==> src/rtl/uart_transmitter.sv <==
// UART serialiser: 8N/8E/8O with 1 or 2 stop bits; tx falls one cycle after acceptance, frame = (9+parity+stop)*CLKS_PER_BIT cycles.
// Backpressure: tx_ready only in IDLE or the final stop-bit cycle, so a held tx_valid chains frames with no idle gap.
module uart_transmitter #(
    parameter int CLKS_PER_BIT = 868,
    parameter int PARITY_EN    = 0,
    parameter int PARITY_ODD   = 0,
    parameter int STOP_BITS    = 1
) (
    input  logic       system_clk,
    input  logic       reset,
    input  logic [7:0] tx_data,
    input  logic       tx_valid,
    output logic       tx_ready,
    output logic       tx,
    output logic       tx_busy,
    output logic       tx_complete
);

    localparam int                CNT_W     = (CLKS_PER_BIT > 1) ? $clog2(CLKS_PER_BIT) : 1;
    localparam logic [CNT_W-1:0]  CNT_LAST  = CNT_W'(CLKS_PER_BIT - 1);
    localparam logic              PAR_EN    = (PARITY_EN != 0);
    localparam logic              PAR_ODD   = (PARITY_ODD != 0);
    localparam logic              STOP_LAST = (STOP_BITS == 2);

    typedef enum logic [2:0] {
        IDLE,
        START,
        DATA,
        PARITY,
        STOP
    } state_t;

    state_t           state, state_nxt;
    logic [CNT_W-1:0] cnt, cnt_nxt;
    logic [2:0]       bit_cnt, bit_cnt_nxt;
    logic             stop_cnt, stop_cnt_nxt;
    logic [7:0]       shift_reg, shift_nxt;
    logic             parity_bit, parity_nxt;
    logic             tx_nxt;
    logic             bit_done;
    logic             last_stop;
    logic             accept;

    assign bit_done    = (cnt == CNT_LAST);
    assign last_stop   = (state == STOP) && bit_done && (stop_cnt == STOP_LAST);
    assign tx_ready    = !reset && ((state == IDLE) || last_stop);
    assign tx_complete = !reset && last_stop;
    assign tx_busy     = (state != IDLE);
    assign accept      = tx_valid && tx_ready;

    always_comb begin
        state_nxt    = state;
        cnt_nxt      = cnt + CNT_W'(1);
        bit_cnt_nxt  = bit_cnt;
        stop_cnt_nxt = stop_cnt;
        shift_nxt    = shift_reg;
        parity_nxt   = parity_bit;
        tx_nxt       = 1'b1;

        case (state)
            IDLE: begin
                cnt_nxt = '0;
                if (accept) begin
                    state_nxt  = START;
                    shift_nxt  = tx_data;
                    parity_nxt = (^tx_data) ^ PAR_ODD;
                end
            end
            START: begin
                if (bit_done) begin
                    state_nxt   = DATA;
                    cnt_nxt     = '0;
                    bit_cnt_nxt = 3'd0;
                end
            end
            DATA: begin
                if (bit_done) begin
                    cnt_nxt   = '0;
                    shift_nxt = {1'b0, shift_reg[7:1]};
                    if (bit_cnt == 3'd7) begin
                        state_nxt    = PAR_EN ? PARITY : STOP;
                        stop_cnt_nxt = 1'b0;
                    end else begin
                        bit_cnt_nxt = bit_cnt + 3'd1;
                    end
                end
            end
            PARITY: begin
                if (bit_done) begin
                    state_nxt    = STOP;
                    cnt_nxt      = '0;
                    stop_cnt_nxt = 1'b0;
                end
            end
            STOP: begin
                if (bit_done) begin
                    cnt_nxt = '0;
                    if (stop_cnt == STOP_LAST) begin
                        // Back-to-back byte reuses the final stop cycle as its acceptance cycle
                        if (accept) begin
                            state_nxt  = START;
                            shift_nxt  = tx_data;
                            parity_nxt = (^tx_data) ^ PAR_ODD;
                        end else begin
                            state_nxt = IDLE;
                        end
                    end else begin
                        stop_cnt_nxt = 1'b1;
                    end
                end
            end
            default: begin
                state_nxt = IDLE;
                cnt_nxt   = '0;
            end
        endcase

        // Line level is derived from the upcoming state so tx can be a plain register
        case (state_nxt)
            START:   tx_nxt = 1'b0;
            DATA:    tx_nxt = shift_nxt[0];
            PARITY:  tx_nxt = parity_nxt;
            default: tx_nxt = 1'b1;
        endcase
    end

    always_ff @(posedge system_clk) begin
        if (reset) begin
            state      <= IDLE;
            cnt        <= '0;
            bit_cnt    <= 3'd0;
            stop_cnt   <= 1'b0;
            shift_reg  <= 8'h00;
            parity_bit <= 1'b0;
            tx         <= 1'b1;
        end else begin
            state      <= state_nxt;
            cnt        <= cnt_nxt;
            bit_cnt    <= bit_cnt_nxt;
            stop_cnt   <= stop_cnt_nxt;
            shift_reg  <= shift_nxt;
            parity_bit <= parity_nxt;
            tx         <= tx_nxt;
        end
    end

endmodule

==> config.mk <==
export PLATFORM = sky130hd
export DESIGN_NAME = uart_transmitter
export DESIGN_NICKNAME = d
export VERILOG_FILES = /design/src/rtl/uart_transmitter.sv
export SDC_FILE = /design/constraint.sdc
export NUM_CORES = 1
export LEC_CHECK = 0
export CELL_PAD_IN_SITES_DETAIL_PLACEMENT = 2
export CELL_PAD_IN_SITES_GLOBAL_PLACEMENT = 2
export CORE_ASPECT_RATIO = 2
export CORE_MARGIN = 10
export CORE_UTILIZATION = 36
export CTS_CLUSTER_SIZE = 24
export DETAILED_ROUTE_END_ITERATION = 12
export PLACE_DENSITY = 0.8
export SYNTH_ARGS = -nofsm -noshare
export SYNTH_HDL_FRONTEND = slang
export SYNTH_SLANG_ARGS = --single-unit
==> constraint.sdc <==
create_clock -name system_clk -period 4.5 [get_ports system_clk]
set_input_delay 0.9 -clock system_clk [delete_from_list [all_inputs] [get_ports system_clk]]
set_output_delay 0.9 -clock system_clk [all_outputs]
set_load 0.05 [all_outputs]
Yosys cells after proc, flatten, opt, wreduce, memory -nomap -nowiden:

Index checks and enable logic that the tools add are counted.

* flip-flop bits (word level): 27
* bits in latches: 0
* RAM bits: 0
* memory bits (read-only): 0
* input bits: 11
* output and inout port bits: 4
* logic and storage cells: 75
* memories kept: 0

* $add $sub $neg: 2
* multiply operators: 0
* div/mod/pow operators: 0
* magnitude comparators: 0
* equality and inequality tests: 16
* shift-type cells: 0
* multiplexer cells: 29
* bitwise operators: 2
* reductions and logical operators: 18

Operator list (count)
* 2-to-1 mux 8 bit: 4
* 2-to-1 mux 3 bit: 10
* one-hot mux 8 bit (3 select lines): 1
* one-hot mux 3 bit (5 select lines): 1
* != test 2 bit, second input constant: 7
* == test 3 x 2 -> 1 bit, second input constant: 4
* adder 10 x 1 -> 10 bit, second input constant: 1
* == test 10 bit, second input constant: 1
* 2-to-1 mux 1 bit: 9
* nonzero test 3 bit: 3
* AND reduction 4 bit: 2
* parity 8 bit: 1
* == test 3 x 1 -> 1 bit, second input constant: 2
* == test 3 bit, second input constant: 2
* one-hot mux 1 bit (3 select lines): 2
* one-hot mux 3 bit (2 select lines): 1
* logical AND 1 bit: 5
* AND reduction 5 bit: 1
* OR reduction 4 bit: 1
* adder 3 x 1 -> 3 bit, second input constant: 1
* zero test 3 bit: 1
* OR reduction 3 bit: 1
* inverter 1 bit: 2
* one-hot mux 1 bit (2 select lines): 1
* other kinds (3): 3

Logic depth before layout (Yosys ltp):

* depth in word-level cells: 12
* mapped depth: 7
* depth with buffers taken out: 7

Worst setup path before layout:

No wires, ideal clock.

* kind: register -> output
* start point: register cnt[0]
* end point: output tx_complete
* arrival: 2.687 ns
* data required time: 3.600 ns
* path slack: 0.913 ns
* cell stages (with the launch flop): 6
* buffers on the path: 1
* cell sequence: dfxtp_1 ha_1 nand4bb_1 or3_4 buf_6 nor4_1

* word-level cells in the longest chain between the ends: 4

RTL lines
* start: declaration: line 34 `logic [CNT_W-1:0] cnt, cnt_nxt;`
* start signal: assignment: line 138 `cnt <= cnt_nxt;`
* == test 10 bit: line 44 `assign bit_done = (cnt == CNT_LAST);`
* logical AND 1 bit (2 in a row): line 45 `assign last_stop = (state == STOP) && bit_done && (stop_cnt == STOP_LAST);`
* logical AND 1 bit: line 47 `assign tx_complete = !reset && last_stop;`
* end: declaration: line 16 `output logic tx_complete`

Every way passes these cells.

Worst setup path after layout:

* start point: register cnt[0]
* end point: output tx_ready

* word-level cells in the longest chain between the ends: 5

RTL lines
* == test 10 bit: line 44
* logical AND 1 bit (2 in a row): line 45
* logical OR 1 bit: line 46 `assign tx_ready = !reset && ((state == IDLE) || last_stop);`
* logical AND 1 bit: line 46
* end: declaration: line 13 `output logic tx_ready,`

Every way passes these cells.

==> tab_implementation.tex <==
\begin{tabular}{lr}
\hline
Metric & Value \\
\hline
\multicolumn{2}{l}{\textbf{Run status}} \\
Result of the run & finished clean \\
\multicolumn{2}{l}{\textbf{Routing}} \\
Wire length on met3 & 48 um \\
Highest routed metal layer & met4 \\
1st-pass router iterations & 3 \\
Avg WL per Cell & 17.79 um \\
Routed length on met1 & 1498 um \\
Antenna violation net count after detailed routing & 0 \\
Number of design rule violations left after detail routing & 0 \\
Iter 0 DRT Violations & 34 \\
Number of vias after detailed routing & 1,196 \\
Detailed-route vias per instance & 5.387 \\
Routed Wire Length & 3950 um \\
Wire length on met2 & 2373 um \\
\multicolumn{2}{l}{\textbf{Synth}} \\
Share of synthesized flip-flops with an asynchronous set or reset & 0\% \\
Flops \& latches, synth & 26 \\
Main synth FF type & dfxtp\_1 \\
Number of enable flip-flop cells after synthesis & 0 \\
Synth Area per Inst & 8.720 um2 \\
Synthesized netlist cell count & 162 \\
Yosys warnings & 0 \\
Post-synthesis instance area & 1413 um2 \\
Synth top area share & 36.85\% \\
Biggest area consumer among synthesized cells & dfxtp\_1 \\
Most frequent cell after synthesis & dfxtp\_1 \\
Commonest cells in the netlist & 26 x dfxtp\_1, 21 x nor2\_1, 13 x xnor2\_1 \\
Sequential fraction of the synthesis area & 36.85\% \\
Syn Nets & 176 \\
Distinct cell type count of the synthesized netlist & 39 \\
Top cells by area, synth & dfxtp\_1 37\%, xnor2\_1 8.1\%, nor2\_1 5.6\% \\
\multicolumn{2}{l}{\textbf{Clocking}} \\
Post-CTS Setup Inserts & 0 \\
Number of buffers inserted for hold repair after clock tree synthesis & 0 \\
TritonCTS clock tree & yes \\
H-tree depth & 1 \\
Clock Latency Late Sink & 270 ps \\
Number of buffers added by the clock tree synthesis step & 3 \\
Clock slew at the register clock pins of the worst setup and hold paths & 90 ps \\
Quantity of gates resized following cts & 0 \\
Clock Path Buffers & 2 \\
CTS Root Buffer Type & clkbuf\_8 \\
CTS Sinks & 26 \\
\multicolumn{2}{l}{\textbf{Floorplan}} \\
Top-level I/O count & 15 \\
Width of the chip & 64.30 um \\
Die area & 6981 um2 \\
Initial Util & 36.75\% \\
Die height & 108.6 um \\
Std cell rows & 32 \\
Area of the core region & 3844 um2 \\
\multicolumn{2}{l}{\textbf{Critical path}} \\
Depth of the worst register-to-register path & 5 \\
Critical-path top delay cell & clkdlybuf4s50\_1 \\
CP Cell Sequence & ha\_1 -> nand4bb\_1 -> or3\_4 -> a211oi\_1 -> clkdlybuf4s50\_1 \\
Data arrival time of the critical path & 2770 ps \\
Type of the worst setup path & register to output pin \\
CP max FO & 11 \\
Critical Path Source Type & register \\
Kind of end point of the critical path & output pin \\
Crit path largest cell delay & 840 ps \\
Data required time at the worst endpoint & 3600 ps \\
Minimum setup slack among reg-to-reg paths & 1950 ps \\
\multicolumn{2}{l}{\textbf{Layout}} \\
Antenna cells & 0 \\
Area growth from synthesis to final layout & 15.59\% \\
Count of nets after finishing & 186 \\
Flip-flop count of the largest register, all copies and words added & 10 \\
Final std cells w/o fill & 222 \\
Multi-input combinational cell area & 834.6 um2 \\
Filler cell count in the final layout & 459 \\
Fraction of final layout cells with drive strength greater than 1 & 7.602\% \\
Sequential cell area & 520.5 um2 \\
\multicolumn{2}{l}{\textbf{Global routing}} \\
Global-route wire length before repair & 6789 um \\
Overflow after GRT & 0 \\
Global routing usage summed across all routing layers & 11.89\% \\
Maximum number of pins on one net before global-route repair & 21 \\
Via count of the first global-routing pass & 1,368 \\
Initial antenna violation count & 0 \\
\multicolumn{2}{l}{\textbf{Worst hold path}} \\
Worst Hold Path Cells & 1 \\
Worst hold-check path type & register to register \\
\multicolumn{2}{l}{\textbf{STA}} \\
Peak Freq & 272.3 MHz \\
Setup TNS & 0 ps \\
Clock period minus final worst setup slack & 3672 ps \\
Number of pins with negative max-slew slack in the final report & 0 \\
Count of endpoints failing hold in the final timing report & 0 \\
Post-route clock skew & 3.658 ps \\
Final worst path period share & 81.61\% \\
RSZ-0062 raised after global routing & false \\
\# setup viols final & 0 \\
Slew HR & 18.16\% \\
Slew at the pin closest to its max-slew limit & 1218 ps \\
Worst hold slack after final layout & 476.3 ps \\
\multicolumn{2}{l}{\textbf{Placed design}} \\
Sum of net half-perimeters after detailed placement & 2959 um \\
Number of instances in the placed design & 218 \\
Quantity of I/O buffers inserted on ports & 14 \\
GPL Wtd Cong & 0.7447 \\
\multicolumn{2}{l}{\textbf{Pwr}} \\
Standby leakage power & 0.5496 nW \\
Power per standard cell area & 289.2 nW/um2 \\
Max rail drop VDD & 171.2 uV \\
\multicolumn{2}{l}{\textbf{Job}} \\
Max-cap violation count & 0 \\
\hline
\end{tabular}
[layout make-up]
class	count	share of cell area, %
multi-input cells	123	51.11
flip-flops and latches	26	31.88
repair buffers	15	9.042
well taps	51	3.908
clock buffers	4	3.372
inverters	3	0.6897
[worst max-delay path: cells and delay by family (launching register included)]
family | cells | cell delay, ps
buffers and inverters | 1 | 840
adders and majority gates | 1 | 250
and+or+nand+nor | 2 | 770
DFF | 1 | 390
AOI/OAI and AO/OA | 1 | 250
[layer usage]
metal,up-vias,track usage [%]
met5,-,0
met4,0,3.538
met3,2,1.658
met2,6,23.73
met1,596,12.02
li1,592,-
[path summary, 6_finish.rpt]
kind / to / start
worst max-delay path: tx_ready / cnt[0]
worst min-delay path: cnt[0] / cnt[0]
worst max register to register: bit_cnt[0] / state[1]
worst min register to register: cnt[0] / cnt[0]
[layout by cell type (no fill, tap or decap), types with 2 or more instances in the layout]
cell,n
clkbuf_8,4
nand3_1,7
nand2b_1,2
nor2_1,21
a211oi_1,4
and3_1,2
xor2_1,2
inv_1,3
nor3b_1,6
dfxtp_1,26
nor4b_1,2
clkdlybuf4s50_1,14
nor3_1,4
a22oi_1,2
o21ai_0,5
nor2b_1,9
a21oi_1,5
or3b_2,2
nor4_1,3
ha_1,3
nand2_1,6
mux2i_1,5
xnor2_1,13
a221o_1,6
[logic make-up after synthesis]
family                   Yosys count  synth area share, %
adder cells (fa/ha/maj)            3                2.658
multiplexers                       6                4.340
buffers and inverters             13                4.074
AND/OR/NAND/NOR                   74                30.03
AO/OA/AOI/OAI                     25                12.75
XOR/XNOR                          15                9.301
flip-flops                        26                36.85
[stage by stage]
stage	worst slack, ps	power, mW	area [um2]	util [%]
final	827.8	0.4722	1633	42.48
after global routing	732.5	0.4956	1633	42.48
after CTS	812.1	0.4800	1633	42.48
after detailed placement	1056	0.3246	1578	41.05
after global placement	1095	0.3204	1578	41.05
after floorplan	913.4	0.2978	1413	-
[power by group]
| part | total [mW] | switching, mW | internal [mW] |
|---|---|---|---|
| Clock | 0.153 | 0.0747 | 0.0782 |
| Sequential | 0.246 | 0.00709 | 0.239 |
| Combinational | 0.0737 | 0.0391 | 0.0346 |
| Total | 0.472 | 0.121 | 0.351 |
No activity file was read; power rests on OpenSTA's default activity.
